**config.mk**
```make
export PLATFORM = sky130hd
export DESIGN_NAME = bcd_updown_counter
export DESIGN_NICKNAME = d
export VERILOG_FILES = /design/src/rtl/bcd_updown_counter.sv
export SDC_FILE = /design/constraint.sdc
export NUM_CORES = 1
export LEC_CHECK = 0
export CAP_MARGIN = 20
export CORE_MARGIN = 3
export CORE_UTILIZATION = 55
export DETAILED_ROUTE_END_ITERATION = 8
export PLACE_DENSITY = 0.76
export SYNTH_ARGS = -nofsm -noshare
export SYNTH_HDL_FRONTEND = slang
export SYNTH_SLANG_ARGS = --single-unit
```
**constraint.sdc**
```tcl
create_clock -name clk -period 2.4 [get_ports clk]
set_clock_uncertainty 0.2 [all_clocks]
set_input_delay 0.36 -clock clk [delete_from_list [all_inputs] [get_ports clk]]
set_output_delay 0.36 -clock clk [all_outputs]
set_load 0.03 [all_outputs]
```
**src/rtl/bcd_updown_counter.sv**
```systemverilog
// bcd_updown_counter: 4-digit BCD up/down counter with debounced direction, speed and pause buttons.
// Define BCD_SATURATE_EN to clamp at 0000/9999 and add the wrap_block output instead of wrapping.
module bcd_updown_counter #(
  parameter int DBNC_CYCLES = 1_000_000,
  parameter int SLOW_DIV    = 50_000_000,
  parameter int FAST_DIV    = 12_500_000
) (
  input  logic        clk,
  input  logic        reset,
  input  logic        btn_ud,
  input  logic        btn_speed,
  input  logic        btn_pause,
  output logic [15:0] bcd,
`ifdef BCD_SATURATE_EN
  output logic        wrap_block,
`endif
  output logic        dir,
  output logic        fast,
  output logic        paused,
  output logic        tick
);
  localparam int DW = $clog2(DBNC_CYCLES);
  localparam int PW = $clog2(SLOW_DIV > FAST_DIV ? SLOW_DIV : FAST_DIV);
  logic [2:0]         raw, s1_q, s2_q, stab_q, press_q, flip;
  logic [2:0][DW-1:0] run_q, run_d;
  logic [PW-1:0]      pre_q, pre_d, last;
  logic [15:0]        bcd_q, bcd_d, nxt;
  logic [3:0]         dig;
  logic               cy, dir_q, fast_q, paused_q, tick_q, tick_d;
  assign raw = {btn_pause, btn_speed, btn_ud};
  // A level is accepted on the DBNC_CYCLES-th consecutive differing sample; any match restarts the run.
  always_comb begin
    run_d = '0;
    flip  = '0;
    for (int i = 0; i < 3; i++) begin
      flip[i]  = (s2_q[i] != stab_q[i]) && (run_q[i] == DW'(DBNC_CYCLES - 1));
      run_d[i] = (s2_q[i] == stab_q[i] || flip[i]) ? '0 : run_q[i] + 1'b1;
    end
  end
  assign last   = fast_q ? PW'(FAST_DIV - 1) : PW'(SLOW_DIV - 1);
  assign tick_d = ~paused_q & (pre_q == last);
  assign pre_d  = (press_q[1] | tick_d) ? '0 : paused_q ? pre_q : pre_q + 1'b1;
  // Ripple carry/borrow through the digits; cy ends high when every digit sat at the limit.
  always_comb begin
    nxt = bcd_q;
    dig = '0;
    cy  = 1'b1;
    for (int i = 0; i < 4; i++) begin
      dig = bcd_q[4*i +: 4];
      nxt[4*i +: 4] = !cy ? dig :
                      dir_q ? (dig == 4'd9 ? 4'd0 : dig + 4'd1) :
                              (dig == 4'd0 ? 4'd9 : dig - 4'd1);
      cy = cy & (dir_q ? dig == 4'd9 : dig == 4'd0);
    end
  end
`ifdef BCD_SATURATE_EN
  assign bcd_d      = (tick_d && !cy) ? nxt : bcd_q;
  assign wrap_block = cy;
`else
  assign bcd_d = tick_d ? nxt : bcd_q;
`endif
  always_ff @(posedge clk or negedge reset)
    if (!reset) begin
      s1_q     <= '0;
      s2_q     <= '0;
      stab_q   <= '0;
      press_q  <= '0;
      run_q    <= '0;
      pre_q    <= '0;
      bcd_q    <= '0;
      dir_q    <= 1'b1;
      fast_q   <= 1'b0;
      paused_q <= 1'b0;
      tick_q   <= 1'b0;
    end else begin
      s1_q     <= raw;
      s2_q     <= s1_q;
      stab_q   <= stab_q ^ flip;
      press_q  <= flip & ~stab_q;
      run_q    <= run_d;
      pre_q    <= pre_d;
      bcd_q    <= bcd_d;
      tick_q   <= tick_d;
      dir_q    <= dir_q ^ press_q[0];
      fast_q   <= fast_q ^ press_q[1];
      paused_q <= paused_q ^ press_q[2];
    end
  assign bcd    = bcd_q;
  assign dir    = dir_q;
  assign fast   = fast_q;
  assign paused = paused_q;
  assign tick   = tick_q;
endmodule

```
==> impl_metrics.py, run 1 <==
metrics = {
    "global_route": {
        "grt_max_degree": 72,
        "grt_first_pass_wirelength_mm": 22.3,
        "gr-total-overflow": 0,
        "antenna_found_initial": 0,
        "grt_usage": 0.218,
        "grt_pass1_vias": 4834,
    },
    "critical_path": {
        "worst-path-buf-inv": 0,
        "arrival_ns": 2.63,
        "startpoint_type": "flip-flop",
        "crit_path_max_fanout": 4,
        "r2r_cells": 6,
        "crit_chain": "or4b_4 -> nor4b_4 -> o211ai_1 -> or2_4 -> o21a_1 -> a221o_1",
        "crit_required_ns": 2.61,
        "cp_slowest_cell": "or4b_4",
        "critical_path_depth": 6,
        "crit_family": "simple AND/OR/NAND/NOR gates",
        "max_stage_delay_ns": 0.55,
        "path_class": "flip-flop to flip-flop",
        "endpoint_kind": "flip-flop",
    },
    "pwr": {
        "pwr_density_cell_mw_per_mm2": 636,
        "power.leakage_nw": 3.30,
        "max-vdd-ir-drop_v": 0.000577,
    },
    "drt": {
        "vias_per_cell": 5.69,
        "wire_per_inst_um": 15.0,
        "drc": 0,
        "vias": 4836,
        "drt_iter0_drc": 277,
        "routed_wl_mm": 12.8,
        "firstDrtPassIters": 6,
        "final_antenna_net_count": 0,
    },
    "timing": {
        "tightest_slew_ns": 0.494,
        "slew_headroom": 0.668,
        "finalSetupViolCount": 1,
        "setup_slack_ns": -0.0201,
        "hold_viol_final": 0,
        "period_share": 1.01,
        "min_period_ns": 2.42,
        "rsz0062_at_grt": "true",
        "fin_hold_ws_ns": 0.0730,
        "finalMaxSlewViolations": 0,
        "fmax_ghz": 0.413,
        "finalSetupTns_ns": -0.0201,
    },
    "placement": {
        "port_buffers": 24,
        "place_congestion": 0.896,
        "placed_area_mm2": 0.00666,
        "pre_cts_ws_ns": -0.0776,
        "post-dp-hpwl_mm": 8.37,
    },
    "final_layout": {
        "areaGrowthSynthToFinish_pct": 23.1,
        "final_area_mm2": 0.00744,
        "fillers": 748,
        "layout.nets": 710,
        "post-route-util": 0.708,
        "drive_gt1_frac": 0.157,
        "n_antenna_cell": 0,
    },
    "synth": {
        "seq_area_frac_synth": 0.489,
        "synthTopCellsByArea": "dfrtp_1 (48%), xor2_1 (7.2%), nor2_1 (7.0%), xnor2_1 (5.7%), nand2_1 (3.7%)",
        "synth.most_common_cell": "dfrtp_1",
        "synthTopCellsByCount": "dfrtp_1 (117), nor2_1 (112), nand2_1 (59), xor2_1 (50), xnor2_1 (39)",
        "synth_cell_types": 57,
        "yosys_warnings": 0,
        "synth_nets": 656,
        "yosysTopAreaCellShare": 0.485,
        "syn_inst": 647,
        "syn_area_per_cell_um2": 9.34,
        "yosysTopAreaCell": "dfrtp_1",
        "synth-main-ff-cell": "dfrtp_1",
        "synth_edf_count": 0,
        "synthArstFlopShare": 1.00,
        "syn_area_mm2": 0.00604,
        "ys_seq_elements": 118,
    },
    "floorplan": {
        "die_w_um": 111,
        "core_area_mm2": 0.0105,
        "dieArea_mm2": 0.0123,
        "io_pins": 25,
        "die_h_um": 111,
        "rows": 37,
        "start_util": 0.575,
    },
    "run_status": {
        "violations": "negative setup slack",
        "outcome": "complete, but fails checks",
    },
    "clock_network": {
        "cts-root-buf": "clkbuf_8",
        "cts_made_buffers": 17,
        "clock_latency_ns": 0.53,
        "cts_max_level": 4,
        "cts.sinks": 118,
        "clock_path_buffers": 2,
        "tritoncts": "yes",
        "clkTransAtPathRegs_ns": 0.06,
    },
    "hold_path": {
        "whs_path_depth": 1,
        "min_path_type": "primary input to flip-flop",
    },
    "run": {
        "maxCapViolCount": 0,
    },
}
## power breakdown
| part | leakage [nW] | internal, mW | switching, mW |
|---|---|---|---|
| clock | 0.308 | 1.76 | 0.857 |
| combinational | 1.39 | 0.0315 | 0.0661 |
| sequential | 1.60 | 2.01 | 0.0132 |
## state kept, by name, summed over array words and instances (netlist names), named ones only
name     count
pre_q       26
tick         1
dir          1
press_q      3
s1_q         3
run_q       60
bcd         16
fast         1
paused       1
s2_q         3
## cells in the final DEF, fill, tap and decap left out, types with 5 or more instances in the layout
cell,netlist,routed
xnor2_1,39,38
nand3_1,37,36
nor4_1,11,7
clkbuf_16,0,16
or3_1,8,8
nand4_1,11,11
nor3_2,1,5
o21ai_0,20,16
nor2b_1,5,5
nor2_1,112,112
and3_1,17,17
nand2_1,59,59
clkdlybuf4s50_1,0,17
dfrtp_1,117,113
a21oi_1,13,13
nor3_1,20,16
nor4b_1,6,6
buf_4,0,39
inv_1,15,15
xor2_1,50,50
clkinv_2,0,6
## cell families (layout without fill, tap and decap cells)
logic type	Yosys count	count (layout)	share of synthesized area
AO/OA/AOI/OAI	65	65	0.0696
XOR/XNOR	89	89	0.129
adder cells (fa/ha/maj)	4	4	0.00828
buffers and inverters	47	114	0.0311
flip-flops	118	118	0.489
multiplexers	3	3	0.00559
AND/OR/NAND/NOR	321	321	0.268
## metrics by stage
step                      instances  total power [mW]
final                           850              4.73
after global routing            850              4.88
after CTS                       849              4.77
after detailed placement        815              2.16
after global placement          815              2.15
after floorplan                 647              2.09
## worst reg2reg max path, stage by stage (launching register included)
cell and delay (ns):
dfrtp_1 0.38, or4b_4 0.55, nor4b_4 0.24, o211ai_1 0.20, or2_4 0.30, o21a_1 0.19
a221o_1 0.25
## timing repair
item / 4_1_cts / 5_1_grt
endpoints found under the setup margin: 8 / 67
buffers inserted: 1 / 2
hold buffers: 1 / 0
pin swaps: 1 / 7
gates resized for setup: 5 / 32
hold endpoints to repair: 118 / 0
## final cells by class
type                       count  area (um^2)  share of cell area
clock inverter                10          150              0.0202
multi-input combinational    482         3030               0.408
tap                          136          170              0.0229
timing repair buffer          66          602              0.0809
sequential                   118         2960               0.398
inverter                      16         60.1             0.00808
clock buffer                  22          463              0.0622
## worst paths after layout
path | startpoint | endpoint | slack, ns
max in group asynchronous | reset | run_q[19] | 1.49
worst min register to register | s1_q[1] | s2_q[1] | 0.14
worst max register to register | pre_q[16] | bcd[7] | -0.02
worst max-delay path | pre_q[16] | bcd[7] | -0.02
worst min-delay path | btn_pause | s1_q[2] | 0.07
min in group asynchronous | reset | run_q[33] | 0.17
## routing by layer
| layer | routed length [um] | up-vias | track usage |
|---|---|---|---|
| met4 | 293 | 0 | 0.0952 |
| li1 | - | 2323 | - |
| met3 | 513 | 33 | 0.0502 |
| met1 | 5740 | 2362 | 0.276 |
| met5 | 0 | - | 0 |
| met2 | 6220 | 118 | 0.357 |
Note: power is estimated with default switching activity, not from simulation.
==> run 2: changes to the inputs <==
==> constraint.sdc (replaced) <==
create_clock -name clk -period 1.96 [get_ports clk]
set_clock_uncertainty 0.2 [all_clocks]
set_input_delay 0.294 -clock clk [delete_from_list [all_inputs] [get_ports clk]]
set_output_delay 0.294 -clock clk [all_outputs]
set_load 0.03 [all_outputs]
==> run 2 against run 1 <==
Net effect:
- critical path type unchanged
- the run ends with negative hold slack, negative setup slack left
- critical path depth up 3
- highest routed layer unchanged
- combinational power up 110%
- hold slack worse by 0.076 ns
==> impl_metrics.py, run 2 (same netlist as run 1, synthesis figures left out) <==
metrics = {
    "drt": {
        "drt_iter0_drc": 761,
        "firstDrtPassIters": 6,
        "drc": 0,
        "wire_per_inst_um": 22.3,
        "vias": 6067,
        "final_antenna_net_count": 0,
        "vias_per_cell": 6.37,
        "routed_wl_mm": 21.3,
    },
    "hold_path": {
        "min_path_type": "primary input to async pin",
    },
    "timing": {
        "fmax_ghz": 0.377,
        "hold_viol_final": 5,
        "period_share": 1.35,
        "slew_headroom": 0.350,
        "setup_slack_ns": -0.695,
        "fin_hold_ws_ns": -0.00286,
        "tightest_slew_ns": 0.974,
        "finalSetupViolCount": 87,
        "min_period_ns": 2.66,
        "finalMaxSlewViolations": 0,
        "rsz0062_at_grt": "true",
    },
    "final_layout": {
        "drive_gt1_frac": 0.406,
        "multi_input_area_mm2": 0.00375,
        "stdcell_count": 952,
        "largest_register_ffs": 60,
        "regArea_mm2": 0.00296,
        "final_cell_mix": "dfrtp_1 (111), buf_4 (108), nor2_1 (57), nand2_1 (56), xor2_1 (46)",
        "layout_commonest_cell": "dfrtp_1",
        "top_register": "run_q",
        "fillers": 433,
        "post-route-util": 0.861,
        "layout.nets": 813,
        "final_area_mm2": 0.00904,
        "n_antenna_cell": 0,
        "areaGrowthSynthToFinish_pct": 49.7,
    },
    "pwr": {
        "max-vdd-ir-drop_v": 0.000922,
        "pwr_density_cell_mw_per_mm2": 621,
        "power.leakage_nw": 3.90,
        "power_mw": 5.62,
    },
    "global_route": {
        "grtUsageMet1": 0.336,
        "grt_usage": 0.275,
        "grt_most_used_layer": "met2",
        "antenna_found_initial": 0,
        "grt_first_pass_wirelength_mm": 27.7,
        "gr-total-overflow": 0,
        "grt_max_degree": 64,
        "grt_util_met2": 0.463,
        "grt_pass1_vias": 5785,
        "met3_usage": 0.0737,
    },
    "floorplan": {
        "rows": 37,
        "start_util": 0.575,
        "core_area_mm2": 0.0105,
        "die_w_um": 111,
        "die_h_um": 111,
        "dieArea_mm2": 0.0123,
        "io_pins": 25,
    },
    "critical_path": {
        "r2r_slack_ns": -0.70,
        "path_class": "flip-flop to flip-flop",
        "crit_path_max_fanout": 8,
        "crit_required_ns": 2.17,
        "startpoint_type": "flip-flop",
        "endpoint_kind": "flip-flop",
        "arrival_ns": 2.87,
    },
    "clock_network": {
        "tritoncts": "yes",
        "cts_made_buffers": 17,
        "cts.sinks": 118,
        "cts_max_level": 4,
        "clkTransAtPathRegs_ns": 0.06,
        "clock_latency_ns": 0.54,
        "cts-root-buf": "clkbuf_8",
        "clock_path_buffers": 2,
    },
    "run": {
        "maxCapViolCount": 0,
    },
    "placement": {
        "place_inst": 889,
        "port_buffers": 24,
        "pre_cts_ws_ns": -0.573,
        "place_congestion": 0.856,
        "post-dp-hpwl_mm": 9.72,
        "placed_area_mm2": 0.00737,
    },
    "run_status": {
        "violations": "negative hold slack, negative setup slack",
        "outcome": "complete, but fails checks",
    },
}
==> run 2: path summary, 6_finish.rpt <==
path | startpoint | end | cells after the start
worst max-delay path | pre_q[0] | pre_q[16] | 9
worst min-delay path | reset | run_q[21] | 2
worst max register to register | pre_q[0] | pre_q[16] | 9
worst min register to register | s1_q[1] | s2_q[1] | 0
max in group asynchronous | reset | dir | 3
min in group clk | s1_q[1] | s2_q[1] | 0
==> run 2: worst max-delay path, cell delays in order (launching register included) <==
cell and delay, ns:
dfrtp_1 0.38, ha_1 0.23, nand3_1 0.19, nor3_1 0.34
buf_4 0.19, nand3_1 0.12, buf_4 0.20, nor3_1 0.31
xnor2_1 0.27, nor2_4 0.07
==> run 2: layer usage <==
metal	part of all wire	wire length [um]	vias to the layer above
li1	-	-	2532
met4	0.065	1370	0
met3	0.083	1760	152
met2	0.49	10400	417
met5	0	0	-
met1	0.37	7770	2966
==> run 2: final cells by class <==
| type | count | share of cell area |
|---|---|---|
| clock buffers | 20 | 0.0504 |
| clock inverters | 11 | 0.0113 |
| well taps | 136 | 0.0188 |
| multi-input cells | 485 | 0.414 |
| flip-flops and latches | 118 | 0.327 |
| repair buffers | 166 | 0.171 |
| inverters | 16 | 0.00664 |
==> run 2: power by group <==
| part | switching [mW] | total (mW) | leakage [nW] | internal (mW) |
|---|---|---|---|---|
| clock | 1.16 | 2.93 | 0.257 | 1.77 |
| combinational | 0.125 | 0.209 | 2.05 | 0.0843 |
| sequential | 0.0169 | 2.48 | 1.60 | 2.46 |
| total | 1.30 | 5.62 | 3.90 | 4.31 |
==> run 2: timing repair <==
action                                 CTS  global route
endpoints found under the hold margin  119             1
buffers inserted                        10            10
setup endpoints to repair               88           113
pin swaps                                8            36
hold buffers                             3             1
gates cloned                             4             4
resized for setup                       94           143
==> run 2: through the flow <==
step	hold WS (ns)	setup TNS [ns]
floorplan	-0.202	-8.84
global placement	0.0121	-13.98
detailed placement	0.0206	-18.14
CTS	0.00512	-15.37
global route	0.0172	-30.10
finish	-0.00286	-25.81
